File: config.mk
export PLATFORM = sky130hd
export DESIGN_NAME = cw_decoder_ctrl
export DESIGN_NICKNAME = d
export VERILOG_FILES = /design/src/rtl/cw_decoder_ctrl.sv
export SDC_FILE = /design/constraint.sdc
export NUM_CORES = 1
export LEC_CHECK = 0
export CORE_MARGIN = 4
export CORE_UTILIZATION = 53
export DETAILED_ROUTE_END_ITERATION = 12
export MAX_ROUTING_LAYER = met4
export PLACE_DENSITY = 0.85
export SETUP_SLACK_MARGIN = 0.2
export SLEW_MARGIN = 0
export SYNTH_ARGS = -nofsm -noshare
export SYNTH_HDL_FRONTEND = slang
export SYNTH_SLANG_ARGS = --single-unit
File: constraint.sdc
create_clock -name clk -period 7.1 [get_ports clk]
set_input_delay 0.71 -clock clk [delete_from_list [all_inputs] [get_ports clk]]
set_output_delay 0.71 -clock clk [all_outputs]
set_load 0.01 [all_outputs]
File: src/rtl/cw_decoder_ctrl.sv
// Sequencing controller for the constant-weight decoder: gates host codewords into
// the input FIFO, starts the decoder after a prefill, and deserializes its bit stream.
module cw_decoder_ctrl #(
  parameter int CW_W    = 18,
  parameter int MSG_W   = 9,
  parameter int NUM_CW  = 10,
  parameter int PREFILL = 2,
  parameter int TO_CYC  = 1023
) (
  input  logic             clk,
  input  logic             rst,
  input  logic             go,
  input  logic             host_valid,
  input  logic [CW_W-1:0]  host_cw,
  output logic             host_ready,
  output logic             fifo_wr_en,
  output logic [CW_W-1:0]  fifo_din,
  input  logic             fifo_full,
  output logic             fifo_flush,
  output logic             dec_start,
  input  logic             dec_bin_msg,
  input  logic             dec_msg_rdy,
  input  logic             dec_msg_done,
  output logic             out_valid,
  output logic [MSG_W-1:0] out_data,
  output logic             busy,
  output logic             done,
  output logic [1:0]       err
);

  // The word counter has one spare code so a runaway decoder saturates instead of
  // wrapping back onto NUM_CW.
  localparam int CNT_W = $clog2(NUM_CW + 2);
  localparam int BIT_W = $clog2(MSG_W + 1);
  localparam int TO_W  = $clog2(TO_CYC + 1);

  localparam logic [1:0] ERR_NONE    = 2'b00;
  localparam logic [1:0] ERR_TIMEOUT = 2'b01;
  localparam logic [1:0] ERR_COUNT   = 2'b10;

  typedef enum logic [2:0] {S_IDLE, S_LOAD, S_RUN, S_DONE, S_ERR} state_e;

  state_e           state_q;
  logic [CNT_W-1:0] cw_in_cnt_q, cw_out_cnt_q;
  logic [BIT_W-1:0] bit_cnt_q;
  logic [TO_W-1:0]  to_cnt_q;
  logic [MSG_W-2:0] shreg_q;
  logic [MSG_W-1:0] out_data_q;
  logic             out_valid_q, dec_start_q, fifo_flush_q, done_q;
  logic [1:0]       err_q;

  logic [CNT_W-1:0] cw_in_cnt_d, final_cnt_d;
  logic [BIT_W-1:0] bit_cnt_d;
  logic [MSG_W-1:0] word_d;
  logic             bit_take, word_done, to_hit;

  assign host_ready = ((state_q == S_LOAD) || (state_q == S_RUN)) && !fifo_full &&
                      (cw_in_cnt_q < CNT_W'(NUM_CW));
  assign fifo_wr_en = host_valid && host_ready;
  assign fifo_din   = host_cw;
  assign busy       = (state_q != S_IDLE);
  assign out_valid  = out_valid_q;
  assign out_data   = out_data_q;
  assign dec_start  = dec_start_q;
  assign fifo_flush = fifo_flush_q;
  assign done       = done_q;
  assign err        = err_q;

  always_comb begin
    cw_in_cnt_d = cw_in_cnt_q + CNT_W'(fifo_wr_en);
    bit_take    = (state_q == S_RUN) && dec_msg_rdy;
    word_done   = bit_take && (bit_cnt_q == BIT_W'(MSG_W - 1));
    word_d      = {shreg_q, dec_bin_msg};
    bit_cnt_d   = word_done ? '0 : bit_cnt_q + BIT_W'(bit_take);
    final_cnt_d = cw_out_cnt_q;
    if (word_done && (cw_out_cnt_q != CNT_W'(NUM_CW + 1)))
      final_cnt_d = cw_out_cnt_q + CNT_W'(1);
    to_hit      = (to_cnt_q == TO_W'(TO_CYC - 1));
  end

  // Controller FSM; every output pulse is registered on the transition that causes it.
  always_ff @(posedge clk) begin
    if (rst) begin
      state_q      <= S_IDLE;
      cw_in_cnt_q  <= '0;
      cw_out_cnt_q <= '0;
      bit_cnt_q    <= '0;
      to_cnt_q     <= '0;
      out_data_q   <= '0;
      out_valid_q  <= 1'b0;
      dec_start_q  <= 1'b0;
      fifo_flush_q <= 1'b0;
      done_q       <= 1'b0;
      err_q        <= ERR_NONE;
    end else begin
      dec_start_q  <= 1'b0;
      fifo_flush_q <= 1'b0;
      out_valid_q  <= 1'b0;
      done_q       <= 1'b0;
      if (fifo_wr_en)
        cw_in_cnt_q <= cw_in_cnt_d;

      case (state_q)
        S_IDLE, S_ERR: begin
          if (go) begin
            state_q      <= S_LOAD;
            cw_in_cnt_q  <= '0;
            cw_out_cnt_q <= '0;
            bit_cnt_q    <= '0;
            to_cnt_q     <= '0;
            err_q        <= ERR_NONE;
          end
        end
        S_LOAD: begin
          if (cw_in_cnt_d == CNT_W'(PREFILL)) begin
            state_q     <= S_RUN;
            dec_start_q <= 1'b1;
            to_cnt_q    <= '0;
          end
        end
        S_RUN: begin
          if (bit_take) begin
            shreg_q   <= word_d[MSG_W-2:0];
            bit_cnt_q <= bit_cnt_d;
          end
          if (word_done) begin
            out_data_q   <= word_d;
            out_valid_q  <= 1'b1;
            cw_out_cnt_q <= final_cnt_d;
          end
          // End-of-message check wins over a timeout landing on the same cycle.
          if (dec_msg_done) begin
            if ((final_cnt_d == CNT_W'(NUM_CW)) && (bit_cnt_d == '0)) begin
              state_q <= S_DONE;
              done_q  <= 1'b1;
            end else begin
              state_q      <= S_ERR;
              err_q        <= ERR_COUNT;
              fifo_flush_q <= 1'b1;
            end
          end else if (bit_take) begin
            to_cnt_q <= '0;
          end else if (to_hit) begin
            state_q      <= S_ERR;
            err_q        <= ERR_TIMEOUT;
            fifo_flush_q <= 1'b1;
          end else begin
            to_cnt_q <= to_cnt_q + TO_W'(1);
          end
        end
        S_DONE:  state_q <= S_IDLE;
        default: state_q <= S_IDLE;
      endcase
    end
  end

endmodule

### Word level (Yosys, flattened, before mapping)

Cells that the tools add are included.

| word-level totals | value |
|---|---|
| register bits | 48 |
| word-level logic and storage cells | 99 |
| input bits | 26 |
| output and inout bits | 36 |

| cells by class | value |
|---|---|
| bitwise gates (word level) | 4 |
| equality and inequality tests | 17 |
| multiplexer cells | 36 |
| add/sub/neg operators | 4 |
| order comparisons | 1 |
| reductions and logical operators | 25 |

Operators by type and width:

| operator | count |
|---|---|
| 2-to-1 mux 10 bit | 5 |
| 2-to-1 mux 4 bit | 8 |
| one-hot mux 10 bit (3 select lines) | 1 |
| 2-to-1 mux 3 bit | 6 |
| one-hot mux 4 bit (2 select lines) | 2 |
| != test 3 bit (second input constant) | 4 |
| adder 10 x 1 -> 10 bit (second input constant) | 1 |
| == test 10 bit (second input constant) | 1 |
| 2-to-1 mux 2 bit | 5 |
| AND reduction 5 bit | 2 |
| one-hot mux 3 bit (3 select lines) | 1 |
| AND reduction 3 bit | 3 |
| adder 4 x 1 -> 4 bit | 2 |
| == test 4 bit (second input constant) | 2 |
| != test 2 bit (second input constant) | 4 |
| logical AND 1 bit | 7 |
| 2-to-1 mux 1 bit | 7 |
| nonzero test 3 bit | 2 |
| OR reduction 2 bit | 3 |
| adder 4 x 1 -> 4 bit (second input constant) | 1 |
| == test 4 x 2 -> 1 bit (second input constant) | 1 |
| logical NOT 4 bit | 1 |
| less-than comparator 4 bit (second input constant) | 1 |
| != test 4 bit (second input constant) | 1 |
| other kinds (13) | 16 |

### Depth between registers and ports, before layout

| logic depth | value |
|---|---|
| depth in word-level cells | 10 |
| depth in mapped cells | 12 |
| gate-level depth less buffers | 9 |

### Worst setup path before layout

OpenSTA, ideal clock, no wires.

| timing path | value |
|---|---|
| kind | register to register |
| start | register state_q[0] |
| end | register to_cnt_q[7] |
| period minus slack after synthesis | 3358 ps |
| slack | 3742 ps |
| arrival | 3288 ps |
| library setup time | 70 ps |
| buffers on the path | 3 |
| stages on the path, launching flop included | 13 |
| data required time | 7030 ps |
| cell sequence | dfxtp_1 > clkbuf_4 > or3b_2 > clkbuf_1 > a2111oi_4 > ha_1 > ha_1 > xnor2_1 > o2111ai_1 > a21o_1 > buf_2 > or4_1 > a21oi_1 |

| between the ends | value |
|---|---|
| word-level cells in the longest chain between the ends | 9 |
| elaborated cells between the ends (all ways) | 21 |
| classes of those cells | 1 x add/sub; 8 x eq/ne; 3 x mux; 9 x reduce/logical |

RTL lines:

| element | line | text |
|---|---|---|
| start, declared | 43 | `state_e state_q;` |
| start signal, assigned | 84 | `state_q <= S_IDLE;` |
| start signal, assigned | 106 | `state_q <= S_LOAD;` |
| start signal, assigned | 116 | `state_q <= S_RUN;` |
| == test 3 x 1 -> 1 bit / == test 3 x 2 -> 1 bit (equally long branches) | 57 | `assign host_ready = ((state_q == S_LOAD) \|\| (state_q == S_RUN)) && !fifo_full &&` |
| logical OR 1 bit * | 57 |  |
| logical AND 1 bit * (2 in a row) | 57 |  |
| logical AND 1 bit * | 59 | `assign fifo_wr_en = host_valid && host_ready;` |
| via fifo_wr_en | 16 | `output logic fifo_wr_en,` |
| adder 4 x 1 -> 4 bit * | 70 | `cw_in_cnt_d = cw_in_cnt_q + CNT_W'(fifo_wr_en);` |
| == test 4 x 2 -> 1 bit * | 115 | `if (cw_in_cnt_d == CNT_W'(PREFILL)) begin` |
| != test 2 x 1 -> 1 bit (no line) * | - |  |
| AND reduction 5 bit (no line) * | - |  |
| end signal, assigned | 148 | `to_cnt_q <= to_cnt_q + TO_W'(1);` |
| end, declared | 46 | `logic [TO_W-1:0] to_cnt_q;` |

The timed path passes the listed nets; every way through them passes the cells marked *. The select of a mux whose other input is x is not followed.
A chain may end at the register's enable or synchronous reset.

### Final worst setup path

| timing path | value |
|---|---|
| start | register state_q[1] |
| end | register to_cnt_q[5] |

| between the ends | value |
|---|---|
| word-level cells in the longest chain between the ends | 9 |
| elaborated cells between the ends (all ways) | 21 |
| classes of those cells | 1 x add/sub; 8 x eq/ne; 3 x mux; 9 x reduce/logical |

RTL lines:

| element | line |
|---|---|
| == test 3 x 1 -> 1 bit / == test 3 x 2 -> 1 bit (equally long branches) | 57, 103, 71 |
| logical OR 1 bit | 57 |
| logical AND 1 bit (2 in a row) | 57 |
| logical AND 1 bit | 59 |
| adder 4 x 1 -> 4 bit | 70 |
| == test 4 x 2 -> 1 bit | 115 |
| != test 2 x 1 -> 1 bit (no line) | - |
| AND reduction 5 bit (no line) | - |

Several ways; a longest one is shown, not always the timed one. The select of a mux whose other input is x is not followed.

==> flow_metrics.tcl <==
set metrics [dict create \
    outcome "completed" \
    slowest_stage "or3b_2" \
    hp-class "reg2reg" \
    p_int_mw 0.447 \
    worst_ep_arrival_time_ns 3.79 \
    postCtsSetupRepairBufs 0 \
    drtAntennaViolNets 0 \
    first_pass_iters 4 \
    slew_headroom 0.553 \
    totalWireLength_um 4730 \
    row_count 24 \
    drt_iter0_drc 207 \
    h-tree-depth 2 \
    design_area_um2 2720 \
    grt_pass1_vias 1840 \
    finalWorstPathRequiredPeriod_ns 3.56 \
    area.growth.synth_to_final_pct 9.79 \
    cp-startpoint "state_q[1]" \
    synth.cell_area_um2 2480 \
    ys_top_cells_by_area "dfxtp_1 (32%), edfxtp_1 (9.7%), buf_4 (5.8%)" \
    ctsRootBufferMaster "clkbuf_8" \
    fin_tns_setup_ns 0 \
    dieArea_um2 5840 \
    numCtsBuffers 5 \
    rsz0062_at_grt "no" \
    antenna_found_initial 0 \
    diodes 0 \
    synth_largest_area_cell "dfxtp_1" \
    vdd_drop_max_mv 0.136 \
    whs_ns 0.457 \
    path_class "reg2reg" \
    power_density_nw_per_um2 231 \
    nets 312 \
    fin_skew_ns 0.00719 \
    overflow 0 \
    start_util 0.558 \
    syn-num-nets 308 \
    cp_cell_sequence "or3b_2, a2111oi_4, ha_1, ha_1, xnor2_1, o2111ai_1, a21o_1, or4_1, a21oi_1" \
    die_w_um 76.4 \
    async_flop_share 0 \
    vias 1960 \
    tightest_slew_ns 0.664 \
    cap_violations 0 \
    wl_per_cell_um 14.2 \
    synth_cell_type_count 66 \
    synth_cells 275 \
    period_share 0.502 \
    comb_power_share 0.203 \
    r2r-start "state_q[1]" \
    grt_pass1_wl_um 8250 \
    crit_top_cell "ha_1" \
    cp-end-kind "register" \
    fillers 385 \
    path_buf_inv 0 \
    hp-start "out_data[8]" \
    die_y_um 76.4 \
    hold_buffers 0 \
    power_switching_mw 0.182 \
    slew_viol_final 0 \
    gp_congestion 0.880 \
    pwr-share-clk 0.317 \
    synth.ff_latch_count 48 \
    pwr-share-seq 0.479 \
    cts_tree "built" \
    grtUsageTotal 0.173 \
    start_kind "register" \
    synth_edf_count 8 \
    sw_frac_of_total 0.289 \
    cts_sinks 48 \
    slowest_delay_ns 0.58 \
    coreArea_um2 4440 \
    syn_area_per_cell_um2 9.02 \
    clkSlewWorstSetupHoldPaths_ns 0.10 \
    cpLargestDelayFamily "compound AO/OA/AOI/OAI gates" \
    yosysWarnings 0 \
    clk_path_buf_depth 2 \
    routed_via_density 5.90 \
    layout-drive-gt1-share 0.0893 \
    path_max_fanout 12 \
    pre_cts_ws_ns 3.44 \
    max_freq_mhz 281 \
    hold_viol 0 \
    io_buffers 25 \
    synth.top_cell.area_share 0.323 \
    ys.flop_type "dfxtp_1" \
    synth_seq_area_share 0.420 \
    ctsResizeCount 0 \
    setup_viol 0 \
    insertion_delay_ns 0.30 \
    place_hpwl_um 3370 \
    setup_ws_ns 3.54 \
    placed_cell_area_um2 2610 \
    io-pin-count 62 \
    drc_errors 0 \
    leakagePower_nw 0.922 \
    cp.required_ns 7.33 \
    grt_max_degree 31 \
]
[worst paths after layout]
path	end	slack [ns]	cells past startpoint
hold reg to reg	out_data[8]	0.46	2
hold / removal	out_data[8]	0.46	2
setup / recovery	to_cnt_q[5]	3.54	9
setup reg to reg	to_cnt_q[5]	3.54	9
[stage by stage]
| step | total power [mW] | std cells | util |
|---|---|---|---|
| after floorplan | 0.411 | 275 | - |
| after global placement | 0.432 | 324 | 0.586 |
| after detailed placement | 0.433 | 324 | 0.586 |
| after CTS | 0.632 | 332 | 0.613 |
| after global routing | 0.661 | 332 | 0.613 |
| final | 0.629 | 332 | 0.613 |
[sequential cells by signal (all words and copies together) (netlist names)]
register,count
bit_cnt_q,4
cw_in_cnt_q,4
cw_out_cnt_q,4
dec_start,1
done,1
err,2
fifo_flush,1
out_data,9
out_valid,1
shreg_q,8
state_q,3
to_cnt_q,10
[per-layer routing]
metal  global-route usage  wire, um  vias to the layer above  share of wire
li1                     -         -                      986              -
met1                0.217      2200                      900           0.47
met2                0.269      2190                       62           0.46
met3               0.0473       258                       12          0.055
met4               0.0562        80                        0          0.017
met5                    -         0                        -              0
[synthesized netlist by cell type (3+ instances only)]
cell,number
buf_4,19
xnor2_1,3
a311oi_1,3
a21oi_1,24
inv_1,7
nor3_1,4
nor2_1,29
or3_1,5
xor2_1,3
edfxtp_1,8
o31ai_1,3
o21ai_0,6
dfxtp_1,40
nand3_1,6
a211oi_1,6
or4_1,3
ha_1,7
clkbuf_1,6
nand2_1,30
nand4_1,3
[placed cells by master (no fill, tap or decap), types with 3 or more instances in the layout]
master,Yosys,final
dfxtp_1,40,40
nand4_1,3,3
o31ai_1,3,3
inv_1,7,7
nor3_1,4,4
clkbuf_8,1,5
a311oi_1,3,3
or4_1,3,3
a211oi_1,6,6
nor2_1,29,29
ha_1,7,7
nand2_1,30,30
or3_1,5,5
a21oi_1,24,24
edfxtp_1,8,8
nand3_1,6,6
o21ai_0,6,6
clkdlybuf4s50_1,0,25
xnor2_1,3,3
xor2_1,3,3
[kinds of logic after synthesis]
family                   Yosys count  synth area share
AO/OA/AOI/OAI                     66             0.182
XOR/XNOR                           6            0.0212
adder cells (fa/ha/maj)            7            0.0353
buffers and inverters             37            0.0913
flip-flops                        48             0.420
multiplexers                       1           0.00404
AND/OR/NAND/NOR                  110             0.246
[tightest hold or removal path, delay by kind of cell (launching register included)]
| family | cells | cell delay [ns] |
|---|---|---|
| DFF | 1 | 0.32 |
| and+or+nand+nor | 1 | 0.05 |
| AOI/OAI and AO/OA | 1 | 0.05 |
[power by group through the flow]
stage | registers (mW) | clock network (mW) | logic (mW)
after floorplan | 0.299 | 0 | 0.112
after global placement | 0.306 | 0 | 0.125
after detailed placement | 0.307 | 0 | 0.126
after CTS | 0.301 | 0.203 | 0.127
after global routing | 0.304 | 0.215 | 0.143
final | 0.301 | 0.200 | 0.128
[final cells by class]
class | count | area, um2 | area share
multi-input combinational | 190 | 1210 | 0.445
sequential | 48 | 1040 | 0.382
timing repair buffer | 26 | 258 | 0.0947
clock buffer | 5 | 68.8 | 0.0253
tap | 52 | 65.1 | 0.0239
clock inverter | 3 | 47.5 | 0.0175
inverter | 8 | 30.0 | 0.0110
Note: power is estimated with default switching activity, not from simulation.
==> RTL edit: new RTL, same settings <==
The parameter `TO_CYC` goes from 1023 to 2046.
--- a/src/rtl/cw_decoder_ctrl.sv
+++ b/src/rtl/cw_decoder_ctrl.sv
@@ -7,3 +7,3 @@
   parameter int PREFILL = 2,
-  parameter int TO_CYC  = 1023
+  parameter int TO_CYC  = 2046
 ) (
Function: no difference found for any inputs over 10 cycles, from zero or initial values and one cycle with rst high; that may be too few to reach the edited logic, so the function may still have changed.
==> RTL edit against the original RTL <==
Design area grew 0.74%; synthesized cell count rose by 4.7%; wire length grew 10%; synthesized area is 1.6% higher; via count is 8.4% higher; die area up 1.4%; sequential cell count rose by 1; setup slack worse by 170 ps; non-clock buffer count stayed put; critical path depth did not move; count of clock-buffer cells in the layout is 1 higher; first-iteration DRC count is 5.3% lower.
Power is not compared: it rests on default switching activity, and its combinational part moved more than twofold at a synthesized area within 25%.
==> RTL edit: results (changes against the original RTL) <==
* Status: finished clean (unchanged)
* Dpl hpwl at 3690 um (was 3370 um)
* Leak at a little under 0.9 nW
* Synth cell count leaders: dfxtp_1 (41), a21oi_1 (31), nand2_1 (29), nor2_1 (28), buf_4 (18) (was dfxtp_1 (40), nand2_1 (30), nor2_1 (29), a21oi_1 (24), buf_4 (19))
* Gate Count Post-Synth at 288 (was 275)
* WL/cell at 15.1 um (was 14.2 um)
* Place WS at 3290 ps (was 3440 ps)
* Count of cell types in the netlist at 58 (was 66)
* GR Util met3 at 3.63% (was 4.73%)
* Sequential cell area fraction in the yosys report at 42.1% (was 42.0%)
* Max clock buf depth at 2 (unchanged)
* Top post-synthesis cells by area: dfxtp_1 (33%), edfxtp_1 (9.5%), a21oi_1 (6.2%) (was dfxtp_1 (32%), edfxtp_1 (9.7%), buf_4 (5.8%))
* Met3 WL at 286 um (was 258 um)
* Total GRT Usage at 18.7% (was 17.3%)
* Finished layout cell area at 0.00274 mm2 (was 0.00272 mm2)
* Adder-cell share of the synthesized area at 3.48% (was 3.53%)
* Synth Area in Compound Gates at 19.2% (was 18.2%)
* Layout Nets at 324 (was 312)
* Multiplexer area fraction after synthesis at 0.397% (was 0.404%)
* Synth Area in XOR/XNOR at 1.74% (was 2.12%)
* DRT iter0 DRCs at 196 (was 207)
* DP Cell Count at 336 (was 324)
* Met2 usage at 29.1% (was 26.9%)
* Kind of cell adding the most delay to the critical path: simple AND/OR/NAND/NOR gates (was compound AO/OA/AOI/OAI gates)
* Worst Path Max Fanout at 16 (was 12)
* Largest net degree at the start of global routing at 39 (was 31)
* First-pass GRT wire length at 8990 um (was 8250 um)
* Worst path slowest cell: a2111oi_2 (was or3b_2)
* WHS Path Cells at 0 (was 2)
* Via Count at 2124 (was 1960)
* Skew final at 5.33 ps (was 7.19 ps)
* Tightest Pin Transition at 780 ps (was 664 ps)
* Layout cells sized above 1 at 5.82% (was 8.93%)
[RTL edit: cell count changes after synthesis, sizes merged, moves of 3 or more]
cell    change
o21ai       +3
nand3       +3
a21oi       +7
buf         +3
or4         +4
a21boi      -3
[RTL edit: worst paths after layout]
kind | from | end | slack [ps]
worst max-delay path | state_q[1]$_SDFFE_PP0P_ | to_cnt_q[5]$_SDFFE_PP0P_ | 3360
worst min-delay path | shreg_q[2]$_DFFE_PP_ | shreg_q[3]$_DFFE_PP_ | 450
worst max register to register | state_q[1]$_SDFFE_PP0P_ | to_cnt_q[5]$_SDFFE_PP0P_ | 3360
worst min register to register | shreg_q[2]$_DFFE_PP_ | shreg_q[3]$_DFFE_PP_ | 450
[RTL edit: final cells by class]
type / instances / area, um2
clock inverters: 2 / 15.0
multi-input cells: 201 / 1240
flip-flops and latches: 49 / 1060
repair buffers: 26 / 258
well taps: 52 / 65.1
fillers: 373 / 1730
inverters: 8 / 30.0
clock buffers: 6 / 72.6
